$ cat src/rtl/phase_sequencer.sv
// Programmable multi-phase actuator sequencer. Steps through NUM_PHASES
// phases, each with its own latched duration and output mask, with pause,
// abort, repeat/continuous looping and a saturating completed-pass count.
module phase_sequencer #(
  parameter int NUM_PHASES  = 4,
  parameter int NUM_OUTPUTS = 3,
  parameter int DUR_WIDTH   = 8,
  parameter int RPT_WIDTH   = 4,
  parameter int IDX_WIDTH   = $clog2(NUM_PHASES)
) (
  input  logic                              clk,
  input  logic                              reset_n,
  input  logic                              enable,
  input  logic                              pause,
  input  logic [RPT_WIDTH-1:0]              repeat_count,
  input  logic [NUM_PHASES*DUR_WIDTH-1:0]   phase_duration,
  input  logic [NUM_PHASES*NUM_OUTPUTS-1:0] phase_mask,
  output logic [NUM_OUTPUTS-1:0]            actuators,
  output logic [IDX_WIDTH-1:0]              phase_idx,
  output logic                              busy,
  output logic                              paused,
  output logic                              done,
  output logic [RPT_WIDTH-1:0]              pass_count
);

  typedef enum logic [1:0] {
    S_IDLE   = 2'd0,
    S_RUN    = 2'd1,
    S_PAUSED = 2'd2,
    S_END    = 2'd3
  } state_t;

  localparam logic [IDX_WIDTH-1:0] LAST_IDX = IDX_WIDTH'(NUM_PHASES - 1);

  state_t                 state_q, state_d;
  logic [IDX_WIDTH-1:0]   idx_q, idx_d;
  logic [DUR_WIDTH-1:0]   cnt_q, cnt_d;
  logic [DUR_WIDTH-1:0]   dur_q, dur_d;
  logic [NUM_OUTPUTS-1:0] mask_q, mask_d;
  logic [RPT_WIDTH-1:0]   rpt_q, rpt_d;
  logic [RPT_WIDTH-1:0]   pass_q, pass_d;

  logic [IDX_WIDTH-1:0]   sel_idx;
  logic [DUR_WIDTH-1:0]   sel_dur;
  logic [DUR_WIDTH-1:0]   sel_eff;
  logic [NUM_OUTPUTS-1:0] sel_mask;
  logic                   last_cycle;
  logic [RPT_WIDTH:0]     pass_ext;
  logic [RPT_WIDTH-1:0]   pass_sat;
  logic                   keep_looping;

  // Phase whose settings are loaded on the next phase entry: the successor
  // while running, otherwise phase 0 (start of a pass).
  always_comb begin
    sel_idx  = '0;
    if (state_q == S_RUN && idx_q != LAST_IDX)
      sel_idx = idx_q + IDX_WIDTH'(1);
    sel_dur  = '0;
    sel_mask = '0;
    for (int unsigned p = 0; p < NUM_PHASES; p++) begin
      if (sel_idx == IDX_WIDTH'(p)) begin
        sel_dur  = phase_duration[p*DUR_WIDTH +: DUR_WIDTH];
        sel_mask = phase_mask[p*NUM_OUTPUTS +: NUM_OUTPUTS];
      end
    end
  end

  // Zero duration is stored as one cycle so the last-cycle test is uniform.
  assign sel_eff      = (sel_dur == '0) ? DUR_WIDTH'(1) : sel_dur;
  assign last_cycle   = (cnt_q == dur_q - DUR_WIDTH'(1));
  assign pass_ext     = {1'b0, pass_q} + (RPT_WIDTH+1)'(1);
  assign pass_sat     = (pass_q == '1) ? pass_q : pass_ext[RPT_WIDTH-1:0];
  assign keep_looping = (rpt_q == '0) || (pass_ext < {1'b0, rpt_q});

  // Next-state and datapath update; abort outranks pause, pause outranks advance.
  always_comb begin
    state_d = state_q;
    idx_d   = idx_q;
    cnt_d   = cnt_q;
    dur_d   = dur_q;
    mask_d  = mask_q;
    rpt_d   = rpt_q;
    pass_d  = pass_q;
    if (!enable) begin
      state_d = S_IDLE;
      idx_d   = '0;
      cnt_d   = '0;
      mask_d  = '0;
    end else begin
      unique case (state_q)
        S_IDLE: begin
          state_d = S_RUN;
          idx_d   = '0;
          cnt_d   = '0;
          dur_d   = sel_eff;
          mask_d  = sel_mask;
          rpt_d   = repeat_count;
          pass_d  = '0;
        end
        S_RUN: begin
          if (pause) begin
            // The cycle in which pause is seen still counts as a RUN cycle,
            // except the last one, which is re-run after resuming so the
            // advance only ever happens from RUN.
            state_d = S_PAUSED;
            if (!last_cycle)
              cnt_d = cnt_q + DUR_WIDTH'(1);
          end else if (last_cycle) begin
            cnt_d = '0;
            if (idx_q != LAST_IDX) begin
              idx_d  = sel_idx;
              dur_d  = sel_eff;
              mask_d = sel_mask;
            end else begin
              pass_d = pass_sat;
              if (keep_looping) begin
                idx_d  = '0;
                dur_d  = sel_eff;
                mask_d = sel_mask;
              end else begin
                state_d = S_END;
              end
            end
          end else begin
            cnt_d = cnt_q + DUR_WIDTH'(1);
          end
        end
        S_PAUSED: begin
          if (!pause)
            state_d = S_RUN;
        end
        S_END: begin
          state_d = S_END;
        end
        default: state_d = S_IDLE;
      endcase
    end
  end

  // State and datapath registers with asynchronous active-low reset.
  always_ff @(posedge clk or negedge reset_n) begin
    if (!reset_n) begin
      state_q <= S_IDLE;
      idx_q   <= '0;
      cnt_q   <= '0;
      dur_q   <= '0;
      mask_q  <= '0;
      rpt_q   <= '0;
      pass_q  <= '0;
    end else begin
      state_q <= state_d;
      idx_q   <= idx_d;
      cnt_q   <= cnt_d;
      dur_q   <= dur_d;
      mask_q  <= mask_d;
      rpt_q   <= rpt_d;
      pass_q  <= pass_d;
    end
  end

  assign actuators  = (state_q == S_RUN) ? mask_q : '0;
  assign phase_idx  = idx_q;
  assign busy       = (state_q == S_RUN) || (state_q == S_PAUSED);
  assign paused     = (state_q == S_PAUSED);
  assign done       = (state_q == S_END);
  assign pass_count = pass_q;

endmodule

$ cat config.mk
export PLATFORM = sky130hd
export DESIGN_NAME = phase_sequencer
export DESIGN_NICKNAME = d
export VERILOG_FILES = /design/src/rtl/phase_sequencer.sv
export SDC_FILE = /design/constraint.sdc
export NUM_CORES = 1
export LEC_CHECK = 0
export CAP_MARGIN = 20
export CORE_ASPECT_RATIO = 0.5
export CORE_MARGIN = 10
export CORE_UTILIZATION = 35
export CTS_CLUSTER_SIZE = 40
export DETAILED_ROUTE_END_ITERATION = 8
export SLEW_MARGIN = 5
export SYNTH_ARGS = -nofsm -noshare
export SYNTH_HDL_FRONTEND = slang
export SYNTH_SLANG_ARGS = --single-unit
export TNS_END_PERCENT = 30
$ cat constraint.sdc
create_clock -name clk -period 4.65 [get_ports clk]
set_clock_uncertainty 0.05 [all_clocks]
set_input_delay 1.395 -clock clk [delete_from_list [all_inputs] [get_ports clk]]
set_output_delay 1.395 -clock clk [all_outputs]
set_load 0.02 [all_outputs]
==> After elaboration in Yosys (flattened, before gate mapping) <==
Index checks and enable logic that the tools add are counted.
{ "classes": {"n_lt_le_gt_ge": 1, "n_mux": 45, "eq_ne": 23, "addsub": 4, "n_reduce_logical": 14} }
{ "op_table": {"columns": ["op", "n"], "rows": [
  ["$mux 8", 13],
  ["$pmux 8 s2", 2],
  ["$mux 3", 10],
  ["$mux 2", 12],
  ["$mux 4", 4],
  ["$ne 4x4->1 const B", 4],
  ["$ne 2x2->1 const B", 5],
  ["$ne 3x3->1 const B", 3],
  ["$add 8x1->8 const B", 1],
  ["$eq 2x2->1 const B", 4],
  ["$eq 8x8->1", 1],
  ["$logic_not 8->1", 1],
  ["$pmux 2 s4", 1],
  ["$pmux 4 s2", 1],
  ["$reduce_and 4->1", 2],
  ["$sub 8x1->8 const B", 1],
  ["$pmux 3 s2", 1],
  ["$reduce_and 6->1", 1],
  ["$add 4x1->5 const B", 1],
  ["$lt 5x4->1", 1],
  ["$reduce_and 5->1", 1],
  ["$eq 2x1->1 const B", 2],
  ["$eq 4x4->1 const B", 1],
  ["$logic_not 2->1", 2],
  ["10 further kinds", 12]
]} }
{ "totals": {"output_inout_bits": 12, "reg_bits": 31, "inputBits": 52, "elab_cells": 94} }

==> Depth between registers and ports, before layout <==
Gate-level depths: netlist (run 1).
{ "depth": {"word_depth": 15, "depth_mapped": 11, "mapped_depth_nobuf": 9} }

==> Worst setup path before layout (run 1) <==
No wires, ideal clock.
{ "synth_timing": {"kind": "input -> register", "start": "in phase_duration[13]", "end": "reg dur_q[0]", "t_required_ns": 4.534, "path_buffers": 0, "arrival_ns": 2.816, "setup_time_ns": 0.066, "slack_ns": 1.718, "stages": 6, "path_cell_list": "nor3_1 > a21oi_1 > o221a_2 > or4_1 > o41ai_1 > mux2_2"} }
{ "synth_between": {"elab_chain_len": 10} }
{ "synth_lines": {"columns": ["element", "line_no", "source"], "rows": [
  ["start: declaration", "16", "input logic [NUM_PHASES*DUR_WIDTH-1:0] phase_duration,"],
  ["$mux 8 (*) (3 in a row)", "61", "if (sel_idx == IDX_WIDTH'(p)) begin"],
  ["$logic_not 8->1 (*)", "69", "assign sel_eff = (sel_dur == '0) ? DUR_WIDTH'(1) : sel_dur;"],
  ["$mux 8 (*)", "69", null],
  ["$mux 8", "116", "if (keep_looping) begin"],
  ["$mux 8", "110", "if (idx_q != LAST_IDX) begin"],
  ["$mux 8", "108", "end else if (last_cycle) begin"],
  ["$mux 8", "101", "if (pause) begin"],
  ["$pmux 8 s2 (*)", "90", "unique case (state_q)"],
  ["end signal: assignment", "154", "dur_q <= dur_d;"],
  ["end: declaration", "38", "logic [DUR_WIDTH-1:0] dur_q, dur_d;"]
]} }
Every way passes the cells marked *; elsewhere a longest branch is shown, timed or not. The select of a mux whose other input is x is not followed.
A chain may end at the register's enable or synchronous reset.

==> Worst setup path after layout (run 1) <==
{ "layout_timing": {"start": "reg state_q[1]", "end": "out actuators[2]"} }
{ "layout_between": {"elab_chain_len": 2} }
{ "layout_lines": {"columns": ["element", "line_no", "source"], "rows": [
  ["start: declaration", "35", "state_t state_q, state_d;"],
  ["start signal: assignment", "151", "state_q <= state_d;"],
  ["$eq 2x1->1", "161", "assign actuators = (state_q == S_RUN) ? mask_q : '0;"],
  ["$mux 3", "161", null],
  ["end: declaration", "18", "output logic [NUM_OUTPUTS-1:0] actuators,"]
]} }
Every way passes these cells.

==> results of run 1 <==
[registers in the layout, summed over array words and instances, names as in the netlist]
register    flops
cnt_q           8
dur_q           8
mask_q          3
pass_count      4
phase_idx       2
rpt_q           4
state_q         2
[synthesized netlist by cell type (2+ instances only)]
cell       count  area share
nand4b_1       3       0.011
o221a_2        4       0.018
inv_1         30       0.046
o221ai_1       9       0.032
mux2i_1       13       0.053
xor2_1         5       0.018
o211ai_1       2      0.0061
dfrtp_1       31        0.31
nor2b_1        2      0.0051
and3_1         3      0.0076
o22ai_1        2      0.0051
or4_1          3      0.0091
a21o_1         3      0.0091
buf_2          2      0.0041
o21ai_0       10       0.020
clkbuf_1      11       0.017
mux2_2        12       0.055
nand3_1       10       0.020
ha_1          11       0.056
a2bb2oi_1      3       0.011
o41ai_1        2      0.0071
nor3_1        14       0.028
a21oi_1       21       0.043
and2_1         3      0.0076
nand3b_1       2      0.0061
nor2_1        12       0.018
xnor2_1        5       0.018
a221oi_1       4       0.014
or3_1          5       0.013
nand2_1       32       0.049
nand2b_1       3      0.0076
o21ai_1        2      0.0041
[power by group through the flow]
stage / clock [W] / combinational, W / sequential [W]
3_3_place_gp: 0 / 0.000457 / 0.000421
4_1_cts: 0.000321 / 0.000473 / 0.000419
5_1_grt: 0.000330 / 0.000527 / 0.000434
2_1_floorplan: 0 / 0.000302 / 0.000422
6_report: 0.000311 / 0.000467 / 0.000420
3_5_place_dp: 0 / 0.000468 / 0.000425
[how the worst max path moves through the flow]
stage / startpoint / end
detailed placement: enable / dur_q[7]
CTS: state_q[1] / actuators[2]
global placement: state_q[1] / actuators[2]
floorplan: phase_duration[13] / dur_q[0]
global route: state_q[1] / actuators[2]
finish: state_q[1] / actuators[2]
[per-stage QoR]
step / total power (W) / instance area (um^2) / util / hold WS, ns
2_1_floorplan: 0.0007240 / 2467 / - / 0.4479
3_5_place_dp: 0.0008934 / 3166 / 0.4688 / 0.4753
6_report: 0.001199 / 3303 / 0.4892 / 0.4791
3_3_place_gp: 0.0008780 / 3166 / 0.4688 / 0.4712
5_1_grt: 0.001291 / 3303 / 0.4892 / 0.5049
4_1_cts: 0.001213 / 3303 / 0.4892 / 0.4875
[critical path, delay by kind of cell (launching register included)]
| family | cells | cell delay, ns |
|---|---|---|
| flip-flops | 1 | 0.41 |
| adder cells (fa/ha/maj) | 1 | 0.58 |
| AND/OR/NAND/NOR | 1 | 0.18 |
| buffers and inverters | 3 | 1.07 |
[cell type report]
type	count	area, um^2
clock buffers	7	132.6
clock inverters	1	5.005
fillers	624	3450
inverters	31	116.4
multi-input cells	218	1513
flip-flops and latches	31	775.7
well taps	92	115.1
repair buffers	65	645.6
[per-layer routing]
layer | up-vias | GRT usage | share of wire
met3 | 4 | 0.02494 | 0.030
li1 | 1180 | - | -
met4 | 0 | 0.03002 | 0.0071
met1 | 1192 | 0.1548 | 0.46
met2 | 36 | 0.2230 | 0.51
met5 | - | 0 | 0
[cell families (layout without fill, tap and decap cells)]
kind of cell	Yosys count	after routing	share of synthesized area
flip-flops	31	31	0.3144
adder cells (fa/ha/maj)	11	11	0.05578
AO/OA/AOI/OAI	72	72	0.2023
XOR/XNOR	10	10	0.03550
buffers and inverters	45	104	0.07251
multiplexers	26	26	0.1136
AND/OR/NAND/NOR	99	99	0.2059
==> impl_metrics.py, run 1 <==
metrics = {
    "die": {
        "ios": 64,
        "fp.dieH_um": 79.37,
        "die_area_um2": 11010,
        "core_um2": 6753,
        "rows": 21,
        "start_util": 0.3654,
        "die_w_um": 138.7,
    },
    "setup_path": {
        "critPathRequiredTime_ns": 3.20,
        "rr_endpoint": "dur_q[0]",
        "worstSetupPathType": "reg2out",
        "cp_max_fo": 20,
        "cp_slowest_cell": "clkdlybuf4s50_1",
        "crit_top_cell": "inv_1",
        "timing.rr.start": "state_q[1]",
        "cp_cell_sequence": "inv_1 > ha_1 > inv_1 > nor2_1 > clkdlybuf4s50_1",
        "arrival_ns": 2.52,
        "critPathCaptureType": "output pin",
        "r2r_setup_slack_ns": 1.05,
        "slowest_delay_ns": 0.62,
        "ff2ff_path_depth": 9,
        "startpoint_type": "register",
    },
    "hold_path": {
        "hold_path.class": "reg2reg",
        "hold_path_depth": 1,
        "hp-start": "dur_q[7]",
        "hold_path_end": "dur_q[7]",
    },
    "place": {
        "post-dp-hpwl_mm": 5.537,
        "port-buffer-count": 63,
        "place_ws_ns": 1.016,
        "gp_congestion": 0.8432,
        "place_inst": 437,
    },
    "synth": {
        "synth_cell_type_count": 52,
        "seq_area_frac_synth": 0.3144,
        "synthCells": 294,
        "async_flop_share": 1.000,
        "synth_edf_count": 0,
        "synth_fp_nets": 357,
        "ys.flop_type": "dfrtp_1",
        "netlist_area_um2": 2467,
        "synth_area_per_cell_um2": 8.392,
        "ys_warn_count": 0,
        "synth-seq-cells": 31,
    },
    "final_layout": {
        "most-common-layout-cells": "63 x clkdlybuf4s50_1, 32 x nand2_1, 31 x dfrtp_1, 30 x inv_1, 21 x a21oi_1",
        "final_common_cell": "clkdlybuf4s50_1",
        "diodes": 0,
        "fin_nets": 415,
        "drive_gt1_frac": 0.09065,
        "final_cells": 445,
        "area_growth_pct": 33.87,
    },
    "pwr": {
        "p_comb_frac": 0.390,
        "p_seq_frac": 0.351,
        "p_sw_w": 0.0004261,
        "power_density_nw_per_um2": 362.9,
        "p_int_w": 0.0007727,
        "sw_frac_of_total": 0.3554,
        "p_leak_nw": 1.316,
        "clockPowerShare": 0.260,
        "ir_drop_mv": 0.2576,
    },
    "cts": {
        "cts.sinks": 31,
        "clock_latency_ns": 0.28,
        "htree_levels": 2,
        "postCtsHoldBufs": 0,
        "post_cts_buffers": 0,
        "cts_resized": 0,
        "tritoncts": "done",
        "clockBufferDepth": 2,
        "cts.reportedPaths.clkPinSlew_ns": 0.05,
        "cts_buffers": 5,
        "clockRootBuffer": "clkbuf_16",
    },
    "sta": {
        "final_hold_viol_count": 0,
        "maxSlewHeadroom": 0.4240,
        "timing.fmax_mhz": 252.3,
        "setup-violations-final": 0,
        "tightest_slew_ns": 0.8622,
        "min_period_over_period": 0.8522,
        "rsz0062_at_grt": "false",
        "finalSetupTns_ns": 0,
        "finalMaxSlewViolations": 0,
        "fin_crit_ns": 3.963,
        "fin_ws_ns": 0.6871,
    },
    "drt": {
        "drc": 0,
        "vias_per_cell": 5.420,
        "ant_nets": 0,
        "drtIter0Drc": 171,
        "dr.pass1.iters": 4,
        "avgRoutedWirePerCell_um": 15.80,
        "wirelength_mm": 7.030,
        "vias": 2412,
    },
    "global_route": {
        "grt_first_pass_wirelength_mm": 11.83,
        "grt_overflow_total": 0,
        "grt_pass1_vias": 2416,
        "grt_max_degree": 38,
        "antenna_found_initial": 0,
        "grtUsageTotal": 0.1257,
    },
    "run_status": {
        "outcome": "completed",
    },
    "flow_run": {
        "maxCapViolations": 0,
    },
}
Power figures use the tool's default switching activity.
==> inputs of run 2 (changes only) <==
==> constraint.sdc (replaced) <==
create_clock -name clk -period 4.65 [get_ports clk]
set_clock_uncertainty 0.05 [all_clocks]
set_input_delay 1.395 -clock clk [delete_from_list [all_inputs] [get_ports clk]]
set_output_delay 1.395 -clock clk [all_outputs]
set_load 0.05 [all_outputs]
==> run 2 against run 1 <==
  * Final cell count unchanged
  * Global-route usage increased by 0.055 points
  * Sequential cell count unchanged
  * Critical path depth increased by 1
  * Sequential power about the same
  * Utilization increased by 0.20 points
  * Critical endpoint unchanged
  * Largest cell class unchanged
  * Largest power group unchanged
  * Highest routed layer unchanged
==> impl_metrics.py, run 2 (synthesis gave the netlist of run 1 again) <==
metrics = {
    "die": {
        "start_util": 0.3654,
        "die_area_um2": 11010,
        "fp.dieH_um": 79.37,
        "die_w_um": 138.7,
        "rows": 21,
        "ios": 64,
        "core_um2": 6753,
    },
    "sta": {
        "setup-violations-final": 0,
        "maxSlewHeadroom": 0.4300,
        "timing.fmax_mhz": 261.3,
        "fin_crit_ns": 3.827,
        "finalMaxSlewViolations": 0,
        "final_hold_viol_count": 0,
        "tightest_slew_ns": 0.8532,
        "min_period_over_period": 0.8230,
        "rsz0062_at_grt": "false",
        "finalSetupTns_ns": 0,
    },
    "final_layout": {
        "fin_nets": 416,
        "reg_top3": "cnt_q (8), dur_q (8)",
        "seq_area_um2": 775.7,
        "final_cells": 445,
        "drive_gt1_frac": 0.09632,
        "diodes": 0,
        "most-common-layout-cells": "63 x clkdlybuf4s50_1, 32 x nand2_1, 31 x dfrtp_1, 30 x inv_1, 21 x a21oi_1",
        "area_growth_pct": 34.43,
        "final_common_cell": "clkdlybuf4s50_1",
        "multi_input_area_um2": 1513,
        "n_fill_cell": 641,
    },
    "place": {
        "post-dp-hpwl_mm": 5.480,
        "port-buffer-count": 63,
        "place_inst": 438,
        "gp_congestion": 0.7572,
    },
    "drt": {
        "dr.pass1.iters": 4,
        "drtIter0Drc": 150,
        "drc": 0,
        "wirelength_mm": 6.961,
        "ant_nets": 0,
        "vias": 2358,
        "vias_per_cell": 5.299,
        "avgRoutedWirePerCell_um": 15.64,
    },
    "flow_run": {
        "maxCapViolations": 0,
    },
    "pwr": {
        "power_density_nw_per_um2": 380.8,
        "p_leak_nw": 1.326,
        "ir_drop_mv": 0.3034,
    },
    "cts": {
        "cts.reportedPaths.clkPinSlew_ns": 0.06,
        "cts.sinks": 31,
        "postCtsHoldBufs": 0,
        "post_cts_buffers": 0,
        "cts_resized": 0,
        "clock_latency_ns": 0.27,
        "cts_buffers": 5,
        "clockRootBuffer": "clkbuf_16",
        "clockBufferDepth": 2,
        "htree_levels": 2,
        "tritoncts": "done",
    },
    "global_route": {
        "grt_pass1_vias": 2468,
        "grtUsageTotal": 0.1262,
        "grtUsageMet1": 0.1509,
        "grt_use_met3": 0.02613,
        "grt-busiest-layer": "met2",
        "grt_overflow_total": 0,
        "grt_first_pass_wirelength_mm": 11.99,
        "use_met2": 0.2311,
        "antenna_found_initial": 0,
        "grt_max_degree": 38,
    },
    "run_status": {
        "outcome": "completed",
    },
    "setup_path": {
        "critPathRequiredTime_ns": 3.20,
        "worstSetupPathType": "reg2out",
        "cp_max_fo": 20,
        "critPathCaptureType": "output pin",
        "arrival_ns": 2.38,
        "startpoint_type": "register",
    },
    "hold_path": {
        "hold_path.class": "reg2reg",
    },
}
## run 2: changes by cell type in the layout (fill, tap and decap cells not counted), sizes merged
cell	before	now
clkbuf	7	6
buf	2	3
## run 2: final cells by class
| cell class | count | share of cell area |
|---|---|---|
| Clock buffer | 6 | 0.04187 |
| Sequential cell | 31 | 0.2339 |
| Multi-Input combinational cell | 218 | 0.4561 |
| Clock inverter | 1 | 0.001509 |
| Inverter | 31 | 0.03508 |
| Timing Repair Buffer | 66 | 0.1969 |
| Tap cell | 92 | 0.03470 |
## run 2: path summary, 6_finish.rpt
kind | start | to | slack [ns] | depth (start not counted)
max | state_q[1] | actuators[2] | 0.82 | 6
min | dur_q[7] | dur_q[7] | 0.48 | 1
max reg2reg | state_q[1] | dur_q[0] | 1.22 | 10
min reg2reg | dur_q[7] | dur_q[7] | 0.48 | 1
max in group asynchronous | reset_n | mask_q[1] | 2.78 | 2
min in group asynchronous | reset_n | cnt_q[2] | 1.47 | 2
## run 2: worst max-delay path, cell delays in order, from the launching register on
cell             delay (ns)
dfrtp_1                0.41
inv_1                  0.12
ha_1                   0.15
buf_4                  0.22
inv_1                  0.19
nor2_1                 0.17
clkdlybuf4s50_1        0.83
## run 2: stage by stage
stage               hold WS (ns)  area (um^2)  utilization  setup slack (ns)  total power (W)
floorplan                 0.4479         2467            -             1.475        0.0007761
global placement          0.4669         3173       0.4699             1.101        0.0009291
detailed placement        0.4740         3173       0.4699             1.056        0.0009486
CTS                       0.4858         3317       0.4912            0.8456         0.001273
global route              0.4953         3317       0.4912            0.7042         0.001355
finish                    0.4795         3317       0.4912            0.8231         0.001263
## run 2: power by group
part / internal [W] / switching (W)
registers: 0.000335 / 0.0000854
clock network: 0.000208 / 0.000111
logic: 0.000242 / 0.000281
total: 0.000785 / 0.000478
## run 2: layer usage
layer / vias up / share of wire
met1: 1144 / 0.46
met3: 5 / 0.025
met4: 0 / 0.0059
li1: 1177 / -
met2: 32 / 0.51
met5: - / 0
==> inputs of run 3 (changes only) <==
==> constraint.sdc (replaced) <==
create_clock -name clk -period 3.08 [get_ports clk]
set_clock_uncertainty 0.05 [all_clocks]
set_input_delay 0.924 -clock clk [delete_from_list [all_inputs] [get_ports clk]]
set_output_delay 0.924 -clock clk [all_outputs]
set_load 0.05 [all_outputs]
==> run 3 against run 2 <==
  * Routed wire length increased by 0.26%
  * Register-to-register slack got worse by 0.92 ns
  * Count of clock-buffer cells in the layout decreased by 1
  * Non-clock buffer count increased by 9
  * Clock power increased by 50%
  * Sequential power increased by 51%
  * First-iteration DRC count increased by 25%
  * Sequential cell count unchanged
  * Combinational power increased by 54%
  * Worst setup slack got worse by 0.61 ns
  * Die area unchanged
  * Largest cell class unchanged
==> impl_metrics.py, run 3 (synthesis gave the netlist of run 1 again) <==
metrics = {
    "final_layout": {
        "multi_input_area_um2": 1519,
        "n_fill_cell": 625,
        "seq_area_um2": 775.7,
        "final_cells": 455,
        "reg_top3": "cnt_q (8), dur_q (8)",
        "final_common_cell": "clkdlybuf4s50_1",
        "drive_gt1_frac": 0.1350,
        "area_growth_pct": 38.89,
        "diodes": 0,
        "most-common-layout-cells": "59 x clkdlybuf4s50_1, 32 x nand2_1, 31 x dfrtp_1, 30 x inv_1, 21 x a21oi_1",
        "fin_nets": 425,
    },
    "place": {
        "gp_congestion": 0.8247,
        "place_inst": 447,
        "port-buffer-count": 63,
        "post-dp-hpwl_mm": 5.620,
    },
    "pwr": {
        "ir_drop_mv": 0.4834,
        "p_leak_nw": 1.390,
        "finalPower_w": 0.001920,
        "power_density_nw_per_um2": 560.3,
    },
    "setup_path": {
        "worstSetupPathType": "reg2out",
        "crit_buf_inv": 2,
        "startpoint_type": "register",
        "cp_cell_sequence": "inv_1 > ha_1 > clkdlybuf4s50_1",
        "cp_top_family": "buffers and inverters",
        "slowest_delay_ns": 0.79,
        "cp_max_fo": 6,
        "cp_slowest_cell": "clkdlybuf4s50_1",
        "critPathRequiredTime_ns": 2.11,
        "arrival_ns": 1.89,
        "critPathCaptureType": "output pin",
    },
    "die": {
        "fp.dieH_um": 79.37,
        "start_util": 0.3654,
        "core_um2": 6753,
        "ios": 64,
        "rows": 21,
        "die_area_um2": 11010,
        "die_w_um": 138.7,
    },
    "global_route": {
        "grt_overflow_total": 0,
        "grt_first_pass_wirelength_mm": 11.84,
        "grt_pass1_vias": 2458,
        "antenna_found_initial": 0,
        "grt_max_degree": 38,
        "grtUsageTotal": 0.1268,
    },
    "sta": {
        "timing.fmax_mhz": 348.6,
        "finalMaxSlewViolations": 0,
        "whs_ns": 0.4776,
        "min_period_over_period": 0.9314,
        "final_hold_viol_count": 0,
        "setup-violations-final": 0,
        "fin_crit_ns": 2.869,
        "rsz0062_at_grt": "false",
        "maxSlewHeadroom": 0.5522,
        "tightest_slew_ns": 0.6672,
    },
    "cts": {
        "postCtsHoldBufs": 0,
        "cts.reportedPaths.clkPinSlew_ns": 0.05,
        "clockRootBuffer": "clkbuf_16",
        "clockBufferDepth": 2,
        "htree_levels": 2,
        "cts_buffers": 5,
        "tritoncts": "done",
        "cts.sinks": 31,
        "clock_latency_ns": 0.28,
    },
    "flow_run": {
        "maxCapViolations": 0,
    },
    "drt": {
        "vias": 2391,
        "vias_per_cell": 5.255,
        "ant_nets": 0,
        "drtIter0Drc": 187,
        "dr.pass1.iters": 4,
        "avgRoutedWirePerCell_um": 15.34,
        "wirelength_mm": 6.979,
        "drc": 0,
    },
    "hold_path": {
        "hold_path.class": "reg2reg",
    },
    "run_status": {
        "outcome": "completed",
    },
}
[run 3: path summary, 6_finish.rpt]
path / from / end / cells after the start / slack, ns
max reg2reg: dur_q[0] / phase_idx[1] / 9 / 0.30
min: dur_q[7] / dur_q[7] / 1 / 0.48
min in group asynchronous: reset_n / cnt_q[2] / 2 / 0.98
max in group asynchronous: reset_n / phase_idx[0] / 2 / 1.68
max: state_q[0] / busy / 3 / 0.21
min reg2reg: dur_q[7] / dur_q[7] / 1 / 0.48
[run 3: worst reg2reg max path, stage by stage, from the launching register on]
cell and delay [ns]:
dfrtp_1 0.43, inv_1 0.08, ha_1 0.17, nor3b_1 0.34
and3_1 0.22, o2111ai_1 0.10, a211o_2 0.35, or4_4 0.51
mux2_4 0.32, a21oi_2 0.13
[run 3: where the power goes]
group | internal [W] | total [W] | switching [W]
logic | 0.000380 | 0.000807 | 0.000427
clock network | 0.000295 | 0.000478 | 0.000184
registers | 0.000505 | 0.000635 | 0.000129
[run 3: layout make-up]
type,count,share of cell area
multi-input cells,218,0.4432
flip-flops and latches,31,0.2264
repair buffers,75,0.2220
clock buffers,5,0.03651
inverters,31,0.03395
well taps,92,0.03359
clock inverters,3,0.004381
[run 3: routing by layer]
layer | wire length, um | GRT usage | vias up
met5 | 0 | 0 | -
met4 | 66 | 0.02795 | 0
met3 | 240 | 0.02791 | 7
met2 | 3530 | 0.2334 | 31
met1 | 3141 | 0.1492 | 1150
li1 | - | - | 1203
[run 3: through the flow]
stage | setup TNS, ns | util | setup WS (ns) | cell area (um^2)
after floorplan | 0 | - | 0.06345 | 2467
after global placement | 0 | 0.4858 | 0.1270 | 3281
after detailed placement | -0.001984 | 0.4858 | -0.001984 | 3281
after CTS | 0 | 0.5066 | 0.1882 | 3421
after global routing | 0 | 0.5075 | 0.08354 | 3427
final | 0 | 0.5075 | 0.2114 | 3427
[run 3: repair_timing]
item,CTS,global route
setup buffers,0,0
resized for setup,0,1
endpoints found under the setup margin,0,3
